===== src/rtl/instruction_fetch_unit_pkg.sv =====
// Shared definitions for the instruction fetch front end.
//   INSTR_W      : instruction word width
//   DEF_ADDR_W   : default PC / memory word-address width
//   DEF_DEPTH    : default prefetch queue depth
//   fetch_state_e: RUN (responses enqueued) / DRAIN (stale responses discarded)
package instruction_fetch_unit_pkg;

  localparam int INSTR_W    = 32;
  localparam int DEF_ADDR_W = 32;
  localparam int DEF_DEPTH  = 4;

  typedef enum logic {
    RUN   = 1'b0,
    DRAIN = 1'b1
  } fetch_state_e;

endpackage


===== src/rtl/instruction_fetch_unit_fifo.sv =====
// Prefetch queue: synchronous FIFO of {pc, instr} pairs.
//   clock, reset          : clock, asynchronous active-high reset
//   push, push_pc/instr   : enqueue request and payload
//   pop                   : dequeue head (ignored when empty)
//   flush                 : discard all entries (wins over push/pop)
//   head_valid/pc/instr   : head entry; pc/instr read as zero when empty
//   count                 : current occupancy 0..DEPTH
module instruction_fetch_unit_fifo
  import instruction_fetch_unit_pkg::*;
#(
  parameter int DEPTH  = DEF_DEPTH,
  parameter int ADDR_W = DEF_ADDR_W
) (
  input  logic                    clock,
  input  logic                    reset,
  input  logic                    push,
  input  logic [ADDR_W-1:0]       push_pc,
  input  logic [INSTR_W-1:0]      push_instr,
  input  logic                    pop,
  input  logic                    flush,
  output logic                    head_valid,
  output logic [ADDR_W-1:0]       head_pc,
  output logic [INSTR_W-1:0]      head_instr,
  output logic [$clog2(DEPTH):0]  count
);

  localparam int PTR_W = $clog2(DEPTH);
  localparam int CNT_W = PTR_W + 1;

  logic [ADDR_W-1:0]  pc_mem    [DEPTH];
  logic [INSTR_W-1:0] instr_mem [DEPTH];
  logic [PTR_W-1:0]   rd_ptr;
  logic [PTR_W-1:0]   wr_ptr;
  logic               full;
  logic               do_push;
  logic               do_pop;

  assign head_valid = (count != '0);
  assign full       = (count == CNT_W'(DEPTH));
  assign do_pop     = pop && head_valid;
  // A full queue can still take a push when the head leaves in the same cycle.
  assign do_push    = push && (!full || do_pop);

  always_ff @(posedge clock or posedge reset) begin
    if (reset) begin
      rd_ptr <= '0;
      wr_ptr <= '0;
      count  <= '0;
    end else if (flush) begin
      rd_ptr <= '0;
      wr_ptr <= '0;
      count  <= '0;
    end else begin
      if (do_push) wr_ptr <= wr_ptr + 1'b1;
      if (do_pop)  rd_ptr <= rd_ptr + 1'b1;
      count <= count + CNT_W'(do_push) - CNT_W'(do_pop);
    end
  end

  // Storage carries no reset; the head is masked while the queue is empty.
  always_ff @(posedge clock) begin
    if (do_push && !flush) begin
      pc_mem[wr_ptr]    <= push_pc;
      instr_mem[wr_ptr] <= push_instr;
    end
  end

  assign head_pc    = head_valid ? pc_mem[rd_ptr]    : '0;
  assign head_instr = head_valid ? instr_mem[rd_ptr] : '0;

endmodule


===== src/rtl/instruction_fetch_unit.sv =====
// Instruction fetch front end: owns the fetch PC, issues in-order word reads
// to instruction memory, buffers returned words and hands {pc, instr} to the
// core. A redirect flushes queued words and discards in-flight responses.
//   clock, reset                     : clock, asynchronous active-high reset
//   redirect_valid, redirect_pc      : core-resolved control transfer
//   imem_req_valid/ready/addr        : request channel to instruction memory
//   imem_rsp_valid/data              : in-order response channel, no backpressure
//   fetch_valid/ready/instr/pc       : head of prefetch queue to the core
module instruction_fetch_unit
  import instruction_fetch_unit_pkg::*;
#(
  parameter int                DEPTH    = DEF_DEPTH,
  parameter int                ADDR_W   = DEF_ADDR_W,
  parameter logic [ADDR_W-1:0] RESET_PC = '0
) (
  input  logic               clock,
  input  logic               reset,
  input  logic               redirect_valid,
  input  logic [ADDR_W-1:0]  redirect_pc,
  output logic               imem_req_valid,
  input  logic               imem_req_ready,
  output logic [ADDR_W-1:0]  imem_req_addr,
  input  logic               imem_rsp_valid,
  input  logic [INSTR_W-1:0] imem_rsp_data,
  output logic               fetch_valid,
  input  logic               fetch_ready,
  output logic [INSTR_W-1:0] fetch_instr,
  output logic [ADDR_W-1:0]  fetch_pc
);

  localparam int CNT_W = $clog2(DEPTH) + 1;

  fetch_state_e      state;
  fetch_state_e      state_next;
  logic [ADDR_W-1:0] req_pc;
  logic [ADDR_W-1:0] rsp_pc;
  logic [CNT_W-1:0]  count;
  logic [CNT_W-1:0]  outstanding;
  logic [CNT_W-1:0]  outstanding_next;
  logic [CNT_W-1:0]  drop_cnt;
  logic [CNT_W-1:0]  drop_cnt_next;
  logic [CNT_W:0]    occupancy;
  logic              accept;
  logic              enq;
  logic              flush;

  // Credit: queued plus in-flight words never exceed the queue depth, so a
  // response always finds room and never needs to be refused.
  assign occupancy        = {1'b0, count} + {1'b0, outstanding};
  assign imem_req_valid   = !reset && !redirect_valid && (occupancy < (CNT_W+1)'(DEPTH));
  assign imem_req_addr    = req_pc;
  assign accept           = imem_req_valid && imem_req_ready;
  assign outstanding_next = outstanding + CNT_W'(accept) - CNT_W'(imem_rsp_valid);

  // In RUN every in-flight request belongs to the current stream, so the
  // oldest one (the one answering now) sits 'outstanding' words behind req_pc.
  assign rsp_pc = req_pc - ADDR_W'(outstanding);

  always_comb begin
    state_next    = state;
    drop_cnt_next = drop_cnt;
    enq           = 1'b0;
    flush         = 1'b0;
    if (redirect_valid) begin
      flush         = 1'b1;
      drop_cnt_next = outstanding_next;
      state_next    = (outstanding_next != '0) ? DRAIN : RUN;
    end else begin
      case (state)
        RUN: begin
          enq = imem_rsp_valid;
        end
        DRAIN: begin
          if (imem_rsp_valid) begin
            drop_cnt_next = drop_cnt - 1'b1;
            if (drop_cnt == CNT_W'(1)) state_next = RUN;
          end
        end
        default: state_next = RUN;
      endcase
    end
  end

  always_ff @(posedge clock or posedge reset) begin
    if (reset) begin
      state       <= RUN;
      req_pc      <= RESET_PC;
      outstanding <= '0;
      drop_cnt    <= '0;
    end else begin
      state       <= state_next;
      outstanding <= outstanding_next;
      drop_cnt    <= drop_cnt_next;
      if (redirect_valid) req_pc <= redirect_pc;
      else if (accept)    req_pc <= req_pc + 1'b1;
    end
  end

  instruction_fetch_unit_fifo #(
    .DEPTH  (DEPTH),
    .ADDR_W (ADDR_W)
  ) u_fifo (
    .clock      (clock),
    .reset      (reset),
    .push       (enq),
    .push_pc    (rsp_pc),
    .push_instr (imem_rsp_data),
    .pop        (fetch_ready),
    .flush      (flush),
    .head_valid (fetch_valid),
    .head_pc    (fetch_pc),
    .head_instr (fetch_instr),
    .count      (count)
  );

endmodule

===== config.mk =====
export PLATFORM = sky130hd
export DESIGN_NAME = instruction_fetch_unit
export DESIGN_NICKNAME = d
export VERILOG_FILES = /design/src/rtl/instruction_fetch_unit_pkg.sv /design/src/rtl/instruction_fetch_unit_fifo.sv /design/src/rtl/instruction_fetch_unit.sv
export SDC_FILE = /design/constraint.sdc
export NUM_CORES = 1
export LEC_CHECK = 0
export ABC_CLOCK_PERIOD_IN_PS = 5100
export BUFFER_PORTS_ARGS = -buffer_cell sky130_fd_sc_hd__buf_2
export CAP_MARGIN = 20
export CORE_MARGIN = 3
export CORE_UTILIZATION = 40
export CTS_BUF_LIST = sky130_fd_sc_hd__clkbuf_4 sky130_fd_sc_hd__clkbuf_8
export DETAILED_ROUTE_END_ITERATION = 8
export GPL_TIMING_DRIVEN = 0
export MAX_ROUTING_LAYER = met4
export PLACE_DENSITY = 0.59
export SYNTH_ARGS = -nofsm -noshare
export SYNTH_HDL_FRONTEND = slang
export SYNTH_SLANG_ARGS = --single-unit

===== constraint.sdc =====
create_clock -name clock -period 5.1 [get_ports clock]
set_input_delay 1.02 -clock clock [delete_from_list [all_inputs] [get_ports clock]]
set_output_delay 1.02 -clock clock [all_outputs]
set_load 0.01 [all_outputs]

* Yosys cells after proc, flatten, opt, wreduce, memory -nomap -nowiden *
Memories as Yosys holds them, arrays and structs flattened.
Index checks and enable logic that the tools add are counted.

storage, ports and cells
  bits in registers = 46
  RAM bits = 256
  memories = 2
  output and inout port bits = 98
  logic and storage cells = 63
  input bits = 70

memories
  name              words  width  rd ports  clocked after memory_dff  wr ports  RTL line                           text
  u_fifo.instr_mem  4      32     1         0                         1         instruction_fetch_unit_fifo.sv:31  logic [INSTR_W-1:0] instr_mem [DEPTH];
  u_fifo.pc_mem     4      32     1         0                         1         instruction_fetch_unit_fifo.sv:30  logic [ADDR_W-1:0] pc_mem [DEPTH];

cells by class
  $lt $le $gt $ge = 1
  add/subtract/negate cells = 10
  reductions and logical operators = 19
  eq/ne operators = 2
  mux-type cells = 22

operators with widths
  operator                 count
  $mux W32                 4
  $add A32 B1 Y32 const B  1
  $sub A32 B3 Y32          1
  $mux W3                  4
  $mux W1                  10
  $reduce_bool A2 Y1       5
  $mux W2                  4
  $add A3 B1 Y3            2
  $logic_and A1 B1 Y1      6
  $reduce_bool A3 Y1       2
  $sub A3 B1 Y3            2
  $add A2 B1 Y2 const B    2
  $add A3 B3 Y4            1
  $logic_not A1 Y1         4
  $lt A4 B3 Y1 const B     1
  $eq A3 B1 Y1 const B     1
  $eq A3 B3 Y1 const B     1
  $sub A3 B1 Y3 const B    1
  $reduce_and A2 Y1        1
  $logic_or A1 B1 Y1       1

* Longest topological paths before layout *
  word-level depth = 9
  depth in mapped cells = 14

* Cells and area by module *
From an unflattened synthesis, not the netlist that was laid out.

second synthesis, totals
  cell total of the unflattened synthesis = 817
  area total of the unflattened synthesis = 13121.3 µm²

modules (own cells, without submodules)
  module                       area an instance (µm²)  cells each  times used  seq. area each (µm²)
  instruction_fetch_unit_fifo  10123.5                 452         1           7862.5
  instruction_fetch_unit       2997.9                  365         1           975.9

* Worst setup path after synthesis *
Ideal clock, no wire load.

  path type = in2reg
  start = input port reset
  end = register state
  setup time = 121 ps
  stages on the path = 13
  required time = 4979 ps
  buffers on the path = 1
  setup slack = 904 ps
  arrival time = 4075 ps
  path through = inv_1 > and4_1 > inv_1 > buf_1 > ha_1 > inv_1 > ha_1 > inv_1 > fa_1 > xnor2_1 > xnor2_1 > nor3_1 > nor2_1

between the ends
  word-level cells in the longest chain between the ends = 9

RTL lines
  item                               RTL line                      text
  start, declared                    instruction_fetch_unit.sv:17  input logic reset,
  $logic_not A1 Y1 (no source line)  -
  $logic_and A1 B1 Y1 (2 in series)  instruction_fetch_unit.sv:50  assign imem_req_valid = !reset && !redirect_valid && (occupancy < (CNT_W+1)'(DEPTH));
  $logic_and A1 B1 Y1                instruction_fetch_unit.sv:52  assign accept = imem_req_valid && imem_req_ready;
  $add A3 B1 Y3                      instruction_fetch_unit.sv:53  assign outstanding_next = outstanding + CNT_W'(accept) - CNT_W'(imem_rsp_valid);
  $sub A3 B1 Y3                      instruction_fetch_unit.sv:53
  net outstanding_next[2]            instruction_fetch_unit.sv:39  logic [CNT_W-1:0] outstanding_next;
  $reduce_bool A3 Y1                 instruction_fetch_unit.sv:67  state_next = (outstanding_next != '0) ? DRAIN : RUN;
  $mux W1                            instruction_fetch_unit.sv:67
  $mux W1                            instruction_fetch_unit.sv:64  if (redirect_valid) begin
  net state_next                     instruction_fetch_unit.sv:34  fetch_state_e state_next;
  end signal, assigned               instruction_fetch_unit.sv:91  state <= state_next;
  end, declared                      instruction_fetch_unit.sv:33  fetch_state_e state;

The timed path passes the listed nets, and every way through them passes these cells.
A chain may end at the register's enable or synchronous reset.

* Worst setup path after layout *
  start = register u_fifo.rd_ptr[0]
  end = output port fetch_pc[18]

between the ends
  word-level cells in the longest chain between the ends = 2

RTL lines
  item                    RTL line                           text
  start, declared         instruction_fetch_unit_fifo.sv:32  logic [PTR_W-1:0] rd_ptr;
  start signal, assigned  instruction_fetch_unit_fifo.sv:55  if (do_pop) rd_ptr <= rd_ptr + 1'b1;
  $mem_v2 Z4 W32          -
  $mux W32                instruction_fetch_unit_fifo.sv:68  assign head_pc = head_valid ? pc_mem[rd_ptr] : '0;
  end, declared           instruction_fetch_unit.sv:28       output logic [ADDR_W-1:0] fetch_pc

No other way between the ends.

==> flow_metrics.env <==
export IMPL_routabilityCongestion=0.8606
export IMPL_remaining_drc_errors=0
export IMPL_synth_edf_count=256
export IMPL_start_util=0.4102
export IMPL_avgSynthCellArea_um2=15.89
export IMPL_track_usage=0.1845
export IMPL_yosysMostFrequentCell="edfxtp_1"
export IMPL_peakVddDrop_uv=189.9
export IMPL_min_period_ns=4.447
export IMPL_insertion_delay_ns=0.57
export IMPL_total_leakage_power_nw=5.658
export IMPL_syn_inst=823
export IMPL_rows=65
export IMPL_port_buffers=167
export IMPL_start_kind="flip-flop"
export IMPL_wl_per_cell_um=20.46
export IMPL_status="completed"
export IMPL_setup_viol=0
export IMPL_clock_path_buffers=3
export IMPL_hold_slack_ns=0.3982
export IMPL_first_global_vias=8208
export IMPL_cts_tree="done"
export IMPL_hp_class="primary input to asynchronous set/reset pin"
export IMPL_slew_violations=0
export IMPL_io_pins=168
export IMPL_avgViaCountPerCell=5.115
export IMPL_netlist_top_cells_count="edfxtp_1 (256), and2_1 (72), mux4_2 (64)"
export IMPL_relSlewSlack=0.3157
export IMPL_hpwlAfterDp_um=20750
export IMPL_ys_ff_latch=302
export IMPL_synth_seq_area_share=0.6758
export IMPL_arrival_ns=3.43
export IMPL_finalHoldViolCount=0
export IMPL_drtPass1Iterations=5
export IMPL_fp_dieArea_mm2=0.03490
export IMPL_timing_fmax_mhz=224.9
export IMPL_p_per_area_mw_per_mm2=471.6
export IMPL_placed_area_mm2=0.01460
export IMPL_die_h_um=186.8
export IMPL_numCtsBuffers=50
export IMPL_synth_distinct_cells=47
export IMPL_overflow=0
export IMPL_area_growth_pct=20.19
export IMPL_ys_warn_count=0
export IMPL_ctsResizeCount=0
export IMPL_yosys_area_top_type="edfxtp_1"
export IMPL_worst_slew_pin_slew_ns=1.026
export IMPL_post_cts_buffers=0
export IMPL_clkSinkCount=302
export IMPL_worstSetupEndpointType="output pin"
export IMPL_grt_pass1_wl_um=48530
export IMPL_grt_max_degree=55
export IMPL_grt_antenna_before_repair=1
export IMPL_drtIter0Drc=567
export IMPL_synth_area_leaders="edfxtp_1 (59%), mux4_2 (11%), dfrtp_1 (8.8%)"
export IMPL_criticalPathCategory="flip-flop to output pin"
export IMPL_finalPower_w=0.007414
export IMPL_syn_area_mm2=0.01308
export IMPL_htree_levels=2
export IMPL_nNetsFinal=1138
export IMPL_cap_viol_max_count=0
export IMPL_clk_pin_slew_ns=0.06
export IMPL_die_width_um=186.8
export IMPL_synthArstFlopShare=0.1523
export IMPL_final_area_mm2=0.01572
export IMPL_wl_um=31200
export IMPL_finalCritPeriodShare=0.8720
export IMPL_vias=7800
export IMPL_layout_drive_gt1_share=0.3095
export IMPL_coreArea_mm2=0.03188
export IMPL_postRouteAntennaNets=0
export IMPL_required_ns=4.08
export IMPL_rsz0062_at_grt="no"
export IMPL_crit_fanout=10
export IMPL_hold_buffers=0
export IMPL_synth_top_area_share=0.5878
export IMPL_clock_skew_ns=0.02029
export IMPL_syn_nets=912
export IMPL_synth_top_flop_cell="edfxtp_1"
export IMPL_root_buffer="clkbuf_8"
-- worst paths after layout --
| kind | from | to | slack (ns) | cells after the start |
|---|---|---|---|---|
| hold / removal | reset | imem_req_addr[23] | 0.40 | 2 |
| min in group clock | drop_cnt[1] | drop_cnt[1] | 0.59 | 3 |
| setup / recovery | u_fifo.rd_ptr[0] | fetch_pc[18] | 0.65 | 5 |
| hold reg to reg | drop_cnt[1] | drop_cnt[1] | 0.59 | 3 |
| setup reg to reg | u_fifo.count[2] | drop_cnt[2] | 1.41 | 14 |
| max in group asynchronous | reset | imem_req_addr[10] | 4.19 | 3 |
-- layout make-up --
type                            count  area [um2]
Antenna cell                        1       2.502
Sequential cell                   302        8838
Buffer                             48       196.4
Fill cell                        2827       16160
Timing Repair Buffer              174       974.7
Inverter                           24       90.09
Multi-Input combinational cell    449        3964
Clock buffer                       62       784.5
Clock inverter                     30       324.1
Tap cell                          435       544.3
-- registers in the layout, indices dropped and copies added (netlist names) --
| name | cells |
|---|---|
| drop_cnt | 3 |
| u_fifo.instr_mem | 128 |
| u_fifo.wr_ptr | 2 |
| u_fifo.count | 3 |
| u_fifo.rd_ptr | 2 |
| state | 1 |
| outstanding | 3 |
| u_fifo.pc_mem | 128 |
| imem_req_addr | 32 |
-- per-layer routing --
metal | vias up | GRT usage | part of all wire
li1 | 3624 | - | -
met1 | 3890 | 0.2539 | 0.45
met2 | 244 | 0.2894 | 0.48
met3 | 42 | 0.03261 | 0.058
met4 | 0 | 0.04449 | 0.015
met5 | - | - | 0
-- critical path, cell delays in order (launching register included) --
cell,delay (ns)
dfrtp_1,0.40
buf_1,0.66
buf_1,0.83
mux4_2,0.60
and2_1,0.20
buf_2,0.15
-- placed cells by master, fill, tap and decap left out, drive strengths merged, types with 16 or more instances in the layout --
cell type and n:
buf 186, edfxtp 256, inv 25, nand3 20, and2 72, xnor2 22
nor2 29, ha 16, clkbuf 98, clkinv 18, o21ai 27, dfrtp 46
mux4 64, nand2 53, xor2 21
-- kinds of logic (layout without fill, tap and decap cells) --
kind of cell               count (synthesis)  count (layout)  share of synthesized area
and+or+nand+nor                          251             251                     0.1044
other                                      0               1                          0
xor gates and xnor gates                  43              43                    0.02937
adders and majority gates                 19              19                    0.01990
buffers and inverters                     72             338                    0.02191
DFF                                      302             302                     0.6758
muxes                                     67              67                     0.1127
AOI/OAI and AO/OA                         69              69                    0.03597
-- metrics by stage --
| stage | setup WS, ns | utilization | std cells | TNS (ns) |
|---|---|---|---|---|
| after global placement | -0.7957 | 0.4535 | 1425 | -198.51 |
| after detailed placement | 0.8703 | 0.4580 | 1431 | 0 |
| after global routing | 0.3277 | 0.4931 | 1525 | 0 |
| after floorplan | 0.9039 | - | 823 | 0 |
| final | 0.6527 | 0.4931 | 1525 | 0 |
| after CTS | 0.4569 | 0.4928 | 1523 | 0 |
-- power breakdown --
group | total, W | switching, W | internal (W)
clock | 0.00234 | 0.000967 | 0.00137
combinational | 0.00210 | 0.00117 | 0.000923
sequential | 0.00298 | 0.000106 | 0.00287
total | 0.00741 | 0.00224 | 0.00517
(Power assumes the default switching activity.)
